`src/rtl/mem_arbiter.sv`:
```
// -----------------------------------------------------------------------------
// mem_arbiter
//
// Arbitrates the core's instruction-fetch port and data port onto a single
// 32-bit word memory (separate read/write address, 1-cycle registered read,
// word-only write). One request is granted per cycle; reads pipeline at one
// per cycle. Byte and halfword stores are done as a two-cycle
// read-modify-write. Every accepted request gets exactly one response pulse.
//
// Build option:
//   MEM_ARB_RR_EN  defined   -> round-robin on contention (1-bit last-grant
//                               pointer, reset value favours data)
//                  undefined -> fixed priority, data over fetch
//
// Ports:
//   clk_i, reset_i                     clock, synchronous active-high reset
//   if_req_valid_i/addr_i/ready_o      fetch request handshake
//   if_rsp_valid_o/data_o              fetch response pulse + word
//   d_req_valid_i/addr_i/write_i/
//     size_i/wdata_i/ready_o           data request handshake
//   d_rsp_valid_o/data_o               data response pulse + load word (0 for stores)
//   mem_rd_addr_o, mem_rd_data_i       memory read port (data one cycle later)
//   mem_wr_addr_o/data_o/enable_o      memory write port
// -----------------------------------------------------------------------------
module mem_arbiter (
    input  logic        clk_i,
    input  logic        reset_i,
    input  logic        if_req_valid_i,
    input  logic [31:0] if_req_addr_i,
    output logic        if_req_ready_o,
    output logic        if_rsp_valid_o,
    output logic [31:0] if_rsp_data_o,
    input  logic        d_req_valid_i,
    input  logic [31:0] d_req_addr_i,
    input  logic        d_req_write_i,
    input  logic [1:0]  d_req_size_i,
    input  logic [31:0] d_req_wdata_i,
    output logic        d_req_ready_o,
    output logic        d_rsp_valid_o,
    output logic [31:0] d_rsp_data_o,
    output logic [31:0] mem_rd_addr_o,
    input  logic [31:0] mem_rd_data_i,
    output logic [31:0] mem_wr_addr_o,
    output logic [31:0] mem_wr_data_o,
    output logic        mem_wr_enable_o
);

    typedef enum logic [1:0] {
        IDLE   = 2'd0,
        RD_RSP = 2'd1,
        WR_RSP = 2'd2,
        RMW    = 2'd3
    } state_t;

    state_t      state_reg, state_next;
    logic        owner_fetch_reg, owner_fetch_next;   // who owns the pending read
    logic [31:0] rd_addr_reg, rd_addr_next;           // last issued read address
    logic [31:0] rmw_addr_reg, rmw_addr_next;
    logic [1:0]  rmw_size_reg, rmw_size_next;
    logic [15:0] rmw_wdata_reg, rmw_wdata_next;
    logic        d_win;
    logic        data_first;
    logic [31:0] merged_word;

    // The fetch port is word-only; its low address bits carry no meaning.
    logic unused_if_addr_bits;
    assign unused_if_addr_bits = ^if_req_addr_i[1:0];

`ifdef MEM_ARB_RR_EN
    // 1 = fetch was granted last, so data is favoured next time.
    logic last_fetch_reg, last_fetch_next;
    assign data_first = last_fetch_reg;

    always_ff @(posedge clk_i) begin
        if (reset_i) begin
            last_fetch_reg <= 1'b1;
        end else begin
            last_fetch_reg <= last_fetch_next;
        end
    end
`else
    assign data_first = 1'b1;
`endif

    // Read-modify-write merge: each byte lane takes either the latched store
    // data or the old word arriving from memory this cycle.
    for (genvar gi = 0; gi < 4; gi++) begin : g_lane
        localparam logic [1:0] LANE = 2'(gi);
        logic       lane_hit;
        logic [7:0] lane_src;
        assign lane_hit = (rmw_size_reg == 2'd0) ? (rmw_addr_reg[1:0] == LANE)
                                                 : (rmw_addr_reg[1] == LANE[1]);
        assign lane_src = (rmw_size_reg == 2'd0) ? rmw_wdata_reg[7:0]
                                                 : rmw_wdata_reg[8*(gi%2) +: 8];
        assign merged_word[8*gi +: 8] = lane_hit ? lane_src : mem_rd_data_i[8*gi +: 8];
    end

    always_ff @(posedge clk_i) begin
        if (reset_i) begin
            state_reg       <= IDLE;
            owner_fetch_reg <= 1'b0;
            rd_addr_reg     <= 32'd0;
            rmw_addr_reg    <= 32'd0;
            rmw_size_reg    <= 2'd0;
            rmw_wdata_reg   <= 16'd0;
        end else begin
            state_reg       <= state_next;
            owner_fetch_reg <= owner_fetch_next;
            rd_addr_reg     <= rd_addr_next;
            rmw_addr_reg    <= rmw_addr_next;
            rmw_size_reg    <= rmw_size_next;
            rmw_wdata_reg   <= rmw_wdata_next;
        end
    end

    always_comb begin
        state_next       = IDLE;
        owner_fetch_next = owner_fetch_reg;
        rd_addr_next     = rd_addr_reg;
        rmw_addr_next    = rmw_addr_reg;
        rmw_size_next    = rmw_size_reg;
        rmw_wdata_next   = rmw_wdata_reg;
`ifdef MEM_ARB_RR_EN
        last_fetch_next  = last_fetch_reg;
`endif
        d_win            = 1'b0;
        d_req_ready_o    = 1'b0;
        if_req_ready_o   = 1'b0;
        mem_rd_addr_o    = rd_addr_reg;
        mem_wr_addr_o    = {d_req_addr_i[31:2], 2'b00};
        mem_wr_data_o    = d_req_wdata_i;
        mem_wr_enable_o  = 1'b0;

        if (state_reg == RMW) begin
            // Old word arrives now: write back the merged word, accept nothing.
            mem_wr_enable_o = 1'b1;
            mem_wr_addr_o   = {rmw_addr_reg[31:2], 2'b00};
            mem_wr_data_o   = merged_word;
            state_next      = IDLE;
        end else if (!reset_i) begin
            d_win          = d_req_valid_i && (!if_req_valid_i || data_first);
            d_req_ready_o  = d_win;
            if_req_ready_o = if_req_valid_i && !d_win;

            if (d_win) begin
`ifdef MEM_ARB_RR_EN
                last_fetch_next = 1'b0;
`endif
                owner_fetch_next = 1'b0;
                if (d_req_write_i && d_req_size_i[1]) begin
                    mem_wr_enable_o = 1'b1;
                    state_next      = WR_RSP;
                end else begin
                    rd_addr_next  = {d_req_addr_i[31:2], 2'b00};
                    mem_rd_addr_o = rd_addr_next;
                    if (d_req_write_i) begin
                        rmw_addr_next  = d_req_addr_i;
                        rmw_size_next  = d_req_size_i;
                        rmw_wdata_next = d_req_wdata_i[15:0];
                        state_next     = RMW;
                    end else begin
                        state_next = RD_RSP;
                    end
                end
            end else if (if_req_valid_i) begin
`ifdef MEM_ARB_RR_EN
                last_fetch_next = 1'b1;
`endif
                owner_fetch_next = 1'b1;
                rd_addr_next     = {if_req_addr_i[31:2], 2'b00};
                mem_rd_addr_o    = rd_addr_next;
                state_next       = RD_RSP;
            end
        end

        // A write in flight during reset (notably the RMW write) is suppressed.
        if (reset_i) begin
            mem_wr_enable_o = 1'b0;
        end
    end

    // Responses are decoded from the state flops and the memory's registered
    // read data; gating with reset drops any response pending when reset hits.
    assign if_rsp_valid_o = !reset_i && (state_reg == RD_RSP) && owner_fetch_reg;
    assign if_rsp_data_o  = if_rsp_valid_o ? mem_rd_data_i : 32'd0;
    assign d_rsp_valid_o  = !reset_i && ((state_reg == WR_RSP) || (state_reg == RMW) ||
                                         ((state_reg == RD_RSP) && !owner_fetch_reg));
    assign d_rsp_data_o   = (!reset_i && (state_reg == RD_RSP) && !owner_fetch_reg)
                            ? mem_rd_data_i : 32'd0;

endmodule

```
`config.mk`:
```
export PLATFORM = sky130hd
export DESIGN_NAME = mem_arbiter
export DESIGN_NICKNAME = d
export VERILOG_FILES = /design/src/rtl/mem_arbiter.sv
export SDC_FILE = /design/constraint.sdc
export NUM_CORES = 1
export LEC_CHECK = 0
export ABC_CLOCK_PERIOD_IN_PS = 1300
export BUFFER_PORTS_ARGS = -buffer_cell sky130_fd_sc_hd__buf_2
export CAP_MARGIN = 0
export CORE_MARGIN = 5
export CORE_UTILIZATION = 42
export CTS_CLUSTER_SIZE = 30
export DETAILED_ROUTE_END_ITERATION = 16
export HOLD_SLACK_MARGIN = 0.05
export PLACE_DENSITY_LB_ADDON = 0.15
export SYNTH_ARGS = -nofsm -noshare
export SYNTH_HDL_FRONTEND = slang
export SYNTH_SLANG_ARGS = --single-unit
export TNS_END_PERCENT = 100
```
`constraint.sdc`:
```
create_clock -name clk_i -period 1.3 [get_ports clk_i]
set_input_delay 0 -clock clk_i [delete_from_list [all_inputs] [get_ports clk_i]]
set_output_delay 0 -clock clk_i [all_outputs]
set_load 0.1 [all_outputs]
```
==> impl_metrics.xml, run 1 <==
<?xml version="1.0" encoding="UTF-8"?>
<metrics>
  <group name="place">
    <metric name="place.detailed.hpwl" unit="mm">20.52</metric>
    <metric name="globalplace.congestion" unit="">0.8844</metric>
    <metric name="port_buffers" unit="">295</metric>
  </group>
  <group name="clocking">
    <metric name="clockRootBuffer" unit="">sky130_fd_sc_hd__clkbuf_16</metric>
    <metric name="max-clock-path-buffers" unit="">2</metric>
    <metric name="h-tree-depth" unit="">3</metric>
    <metric name="numCtsBuffers" unit="">9</metric>
    <metric name="clock_sinks" unit="">85</metric>
  </group>
  <group name="status">
    <metric name="status" unit="">aborted with a tool error</metric>
    <metric name="failed_stage" unit="">5_1_grt</metric>
    <metric name="run.stop_error" unit="">[ERROR DPL-0038] Utilization greater than 100%, impossible to legalize</metric>
  </group>
  <group name="logic_synthesis">
    <metric name="ys_seq_elements" unit="">85</metric>
    <metric name="ys_warn_count" unit="">0</metric>
    <metric name="post_synth_main_area_contributors" unit="">sky130_fd_sc_hd__dfxtp_1 30%, sky130_fd_sc_hd__nand2_1 13%, sky130_fd_sc_hd__mux2i_1 8.6%</metric>
    <metric name="count_of_distinct_cell_types_in_the_synthesized_netlist" unit="">39</metric>
    <metric name="syn-instance-count" unit="">766</metric>
    <metric name="yosys.area.top_type" unit="">sky130_fd_sc_hd__dfxtp_1</metric>
    <metric name="synthDominantCellAreaShare" unit="%">29.84</metric>
    <metric name="synth_area" unit="mm2">0.005702</metric>
    <metric name="ys_seq_area_share" unit="%">29.84</metric>
    <metric name="postSynthAreaPerCell" unit="um2">7.443</metric>
  </group>
  <group name="floorplan">
    <metric name="floorplan.rows" unit="">42</metric>
    <metric name="io_pins" unit="">300</metric>
    <metric name="initial_core_util" unit="%">42.89</metric>
    <metric name="die_w" unit="um">126.5</metric>
    <metric name="fp.dieH" unit="um">126.5</metric>
  </group>
  <group name="global_routing">
    <metric name="grt_start_max_net_pins" unit="">53</metric>
  </group>
  <group name="timing">
    <metric name="worst-endpoint-pin-kind" unit="">primary output</metric>
    <metric name="globalroute.repair_timing.worst_endpoint" unit="">mem_wr_data_o[15]</metric>
  </group>
</metrics>
[synth_stat cells (all sizes together)]
master and count:
o21a 8, o21ai 16, and4 8, a21oi 17, nor3b 4, o31a 1
o211ai 8, a21o 2, a211oi 9, and3 2, nor4b 1, and2 67
o31ai 9, mux2i 49, o32ai 30, or3 2, and3b 1, nor2b 2
or3b 1, a31oi 17, nand2 199, inv 33, clkbuf 51, nor3 3
buf 27, nor2 29, dfxtp 85, and4bb 1, a32oi 29, nand3 24
conb 1, o2bb2ai 30
[logic make-up after synthesis]
group / share of synthesized area [%]
multiplexers: 8.602
AO/OA/AOI/OAI: 24.51
other: 0.06577
AND/OR/NAND/NOR: 28.44
buffers and inverters: 8.536
flip-flops: 29.84
[per-stage QoR]
step	instances	setup WS, ns	utilization (%)	hold slack, ns	area, um2
3_5_place_dp	1237	-0.3009	84.65	0.2757	11250
2_1_floorplan	767	-1.084	-	0.1315	6914
4_1_cts	1318	-0.5174	93.94	0.05486	12490
3_3_place_gp	1237	-0.2544	84.65	0.2652	11250
[what timing repair did]
item	in CTS
buffers inserted	2
gates cloned	1
gates resized for setup	62
hold buffers	62
endpoints found under the setup margin	247
pin swaps	27
endpoints found under the hold margin	62
==> run 2, diff against run 1 <==
--- a/config.mk
+++ b/config.mk
@@ -5,14 +5,12 @@
 export SDC_FILE = /design/constraint.sdc
 export NUM_CORES = 1
 export LEC_CHECK = 0
-export ABC_CLOCK_PERIOD_IN_PS = 1300
+export ABC_CLOCK_PERIOD_IN_PS = 1700
 export BUFFER_PORTS_ARGS = -buffer_cell sky130_fd_sc_hd__buf_2
 export CAP_MARGIN = 0
 export CORE_MARGIN = 5
-export CORE_UTILIZATION = 42
-export CTS_CLUSTER_SIZE = 30
+export CORE_UTILIZATION = 40
 export DETAILED_ROUTE_END_ITERATION = 16
-export HOLD_SLACK_MARGIN = 0.05
 export PLACE_DENSITY_LB_ADDON = 0.15
 export SYNTH_ARGS = -nofsm -noshare
 export SYNTH_HDL_FRONTEND = slang
==> constraint.sdc (replaced) <==
create_clock -name clk_i -period 1.7 [get_ports clk_i]
set_input_delay 0 -clock clk_i [delete_from_list [all_inputs] [get_ports clk_i]]
set_output_delay 0 -clock clk_i [all_outputs]
set_load 0.1 [all_outputs]
==> run 2 against run 1 <==
Effect of this change: the flow now finishes, with violations (negative setup slack); synthesized cell count is the same; area after synthesis unchanged.
==> impl_metrics.xml, run 2 <==
<?xml version="1.0" encoding="UTF-8"?>
<metrics>
  <group name="status">
    <metric name="status" unit="">complete, but fails checks</metric>
    <metric name="violations" unit="">negative setup slack</metric>
  </group>
  <group name="logic_synthesis">
    <metric name="synth_area" unit="mm2">0.005702</metric>
    <metric name="yosys.area.top_type" unit="">sky130_fd_sc_hd__dfxtp_1</metric>
    <metric name="synth_most_common_cell" unit="">sky130_fd_sc_hd__nand2_1</metric>
    <metric name="edff_count_synth" unit="">0</metric>
    <metric name="postSynthAreaPerCell" unit="um2">7.443</metric>
    <metric name="ys_dominant_reg_cell" unit="">sky130_fd_sc_hd__dfxtp_1</metric>
    <metric name="syn-instance-count" unit="">766</metric>
    <metric name="ys_seq_area_share" unit="%">29.84</metric>
    <metric name="post_synth_main_area_contributors" unit="">sky130_fd_sc_hd__dfxtp_1 30%, sky130_fd_sc_hd__nand2_1 13%, sky130_fd_sc_hd__mux2i_1 8.6%</metric>
    <metric name="count_of_distinct_cell_types_in_the_synthesized_netlist" unit="">39</metric>
    <metric name="ys_warn_count" unit="">0</metric>
    <metric name="ys_seq_elements" unit="">85</metric>
    <metric name="synthArstFlopShare" unit="%">0</metric>
    <metric name="synth.cells.most_frequent" unit="">199 x sky130_fd_sc_hd__nand2_1, 85 x sky130_fd_sc_hd__dfxtp_1, 67 x sky130_fd_sc_hd__and2_1, 51 x sky130_fd_sc_hd__clkbuf_1, 49 x sky130_fd_sc_hd__mux2i_1</metric>
    <metric name="synthDominantCellAreaShare" unit="%">29.84</metric>
  </group>
  <group name="clocking">
    <metric name="clock_sinks" unit="">85</metric>
    <metric name="worst_skew_pair.late_latency" unit="ns">0.34</metric>
    <metric name="worst_setup_hold_path_clk_slew" unit="ns">0.06</metric>
    <metric name="max-clock-path-buffers" unit="">2</metric>
    <metric name="cts_tree" unit="">yes</metric>
    <metric name="numCtsBuffers" unit="">9</metric>
    <metric name="h-tree-depth" unit="">3</metric>
    <metric name="clockRootBuffer" unit="">sky130_fd_sc_hd__clkbuf_16</metric>
  </group>
  <group name="floorplan">
    <metric name="floorplan.rows" unit="">43</metric>
    <metric name="die_w" unit="um">129.4</metric>
    <metric name="fp.dieH" unit="um">129.4</metric>
    <metric name="io_pins" unit="">300</metric>
    <metric name="core_area" unit="mm2">0.01393</metric>
    <metric name="die_area" unit="mm2">0.01674</metric>
    <metric name="initial_core_util" unit="%">40.92</metric>
  </group>
  <group name="drt">
    <metric name="route.detailed.wl_per_inst" unit="um">24.63</metric>
    <metric name="vias" unit="">7975</metric>
    <metric name="drt_first_pass_iters" unit="">5</metric>
    <metric name="vias_per_cell" unit="">6.042</metric>
    <metric name="antenna_violating_nets_post_route" unit="">0</metric>
    <metric name="drt_wl_total" unit="mm">32.52</metric>
    <metric name="drc_errors" unit="">0</metric>
    <metric name="drt-initial-drc-count" unit="">627</metric>
  </group>
  <group name="flow_run">
    <metric name="max_cap_viol_count" unit="">0</metric>
  </group>
  <group name="finish">
    <metric name="final_nets" unit="">1269</metric>
    <metric name="mostFrequentLayoutCell" unit="">sky130_fd_sc_hd__nand2_1</metric>
    <metric name="areaGrowthSynthToFinish" unit="%">121.0</metric>
    <metric name="post_layout_nonfiller_instances" unit="">1320</metric>
    <metric name="fillCellCount" unit="">547</metric>
    <metric name="fin_area" unit="mm2">0.01260</metric>
    <metric name="drive_above_1_share" unit="%">49.69</metric>
    <metric name="final_cell_mix" unit="">196 x sky130_fd_sc_hd__nand2_1, 173 x sky130_fd_sc_hd__buf_12, 133 x sky130_fd_sc_hd__buf_2</metric>
  </group>
  <group name="timing">
    <metric name="hold_ws" unit="ns">0.02537</metric>
    <metric name="drv_slew" unit="">0</metric>
    <metric name="shortest_clock_period_the_worst_path_allows_after_layout" unit="ns">1.883</metric>
    <metric name="fin_skew" unit="ns">0.009585</metric>
    <metric name="timing_worst_slew_pin_value" unit="ns">0.5419</metric>
    <metric name="rsz0062_at_grt" unit="">true</metric>
    <metric name="number_of_endpoints_with_negative_hold_slack_in_the_final_report" unit="">0</metric>
    <metric name="layout_setup_ws" unit="ns">-0.1830</metric>
    <metric name="fmaxAchievable" unit="MHz">531.1</metric>
    <metric name="timing.max_slew.rel_slack" unit="%">63.87</metric>
    <metric name="finalSetupViolations" unit="">131</metric>
    <metric name="timing.final.crit_share" unit="%">110.8</metric>
  </group>
  <group name="critical_path">
    <metric name="cp_data_arrival_time" unit="ns">1.88</metric>
    <metric name="timing.setup.critical_path_class" unit="">reg2out</metric>
    <metric name="worst_setup_path_start_kind" unit="">register</metric>
    <metric name="worstSetupEndpointType" unit="">output port</metric>
    <metric name="req_time_crit_path" unit="ns">1.70</metric>
    <metric name="worstPathMaxFanout" unit="">8</metric>
  </group>
  <group name="min_path">
    <metric name="hp-class" unit="">in2reg</metric>
  </group>
  <group name="global_routing">
    <metric name="first_global_vias" unit="">7559</metric>
    <metric name="grt_pass1_wl" unit="mm">43.05</metric>
    <metric name="antenna_found_initial" unit="">1</metric>
    <metric name="global_route.overflow_total" unit="">0</metric>
    <metric name="grt_start_max_net_pins" unit="">63</metric>
    <metric name="grt_util_all_layers" unit="%">32.84</metric>
  </group>
  <group name="place">
    <metric name="place.detailed.hpwl" unit="mm">18.82</metric>
    <metric name="placed_cell_area" unit="mm2">0.01059</metric>
    <metric name="port_buffers" unit="">295</metric>
    <metric name="globalplace.congestion" unit="">0.9116</metric>
    <metric name="dp_cells" unit="">1197</metric>
  </group>
  <group name="power">
    <metric name="p_leak" unit="nW">5.100</metric>
    <metric name="ir_drop" unit="V">0.0005668</metric>
    <metric name="cellPowerDensity" unit="mW/mm2">659.8</metric>
  </group>
</metrics>
-- run 2: cell counts after synthesis --
Identical to the previous run, type by type.
-- run 2: critical path: stages (launching register included) --
cell,delay [ns]
sky130_fd_sc_hd__dfxtp_4,0.38
sky130_fd_sc_hd__buf_6,0.13
sky130_fd_sc_hd__nor3b_4,0.27
sky130_fd_sc_hd__buf_6,0.24
sky130_fd_sc_hd__o21ai_2,0.11
sky130_fd_sc_hd__a31oi_4,0.21
sky130_fd_sc_hd__buf_12,0.21
-- run 2: what timing repair did --
action	in CTS	in global routing
pin swaps	14	51
setup endpoints to repair	155	196
endpoints found under the hold margin	66	0
gates resized for setup	65	109
gates cloned	7	11
setup buffers	14	10
hold buffers	66	0
-- run 2: where the power goes --
group	leakage (nW)	switching [mW]	total, mW	internal (mW)
logic	4.26	2.62	4.16	1.54
clock network	0.144	0.836	1.96	1.12
registers	0.698	0.101	2.19	2.09
-- run 2: worst paths after layout --
kind,slack [ns],from,end,depth (start not counted)
hold reg to reg,0.46,rmw_addr_reg[31],rmw_addr_reg[31],2
setup / recovery,-0.18,rmw_size_reg[0],mem_wr_data_o[20],6
setup reg to reg,-0.03,state_reg[0],rmw_wdata_reg[1],7
hold / removal,0.03,if_req_valid_i,owner_fetch_reg,3
-- run 2: cell families (layout without fill, tap and decap cells) --
family | count (synthesis) | in the layout | synth area share, %
flip-flops | 85 | 85 | 29.84
multiplexers | 49 | 49 | 8.602
AND/OR/NAND/NOR | 344 | 345 | 28.44
AO/OA/AOI/OAI | 176 | 176 | 24.51
other | 1 | 3 | 0.06577
buffers and inverters | 111 | 482 | 8.536
-- run 2: stage by stage --
stage / TNS (ns) / power [mW] / setup WS [ns] / util (%)
after global routing: -14.48 / 8.526 / -0.1972 / 90.43
after floorplan: -10.99 / 4.535 / -0.6845 / -
after detailed placement: 0 / 5.935 / 0.04663 / 76.03
after global placement: 0 / 5.891 / 0.05446 / 76.03
after CTS: -8.373 / 8.074 / -0.1412 / 86.23
final: -9.380 / 8.313 / -0.1830 / 90.43
-- run 2: metal layers --
layer	part of all wire, %	global-route usage [%]	vias to the layer above
met5	0	0	-
met4	7.2	18.16	0
met3	8.9	7.007	188
met2	50	58.17	609
met1	34	36.51	3734
li1	-	-	3444
-- run 2: cell type report --
cell class	instances	area [um2]	share of cell area, %
multi-input combinational	572	4629	36.74
clock buffer	12	267.8	2.125
tap	180	225.2	1.787
timing repair buffer	433	5602	44.45
sequential	85	1717	13.62
inverter	33	127.6	1.013
clock inverter	4	30.03	0.2383
antenna	1	2.502	0.01986
Power figures use the tool's default switching activity.
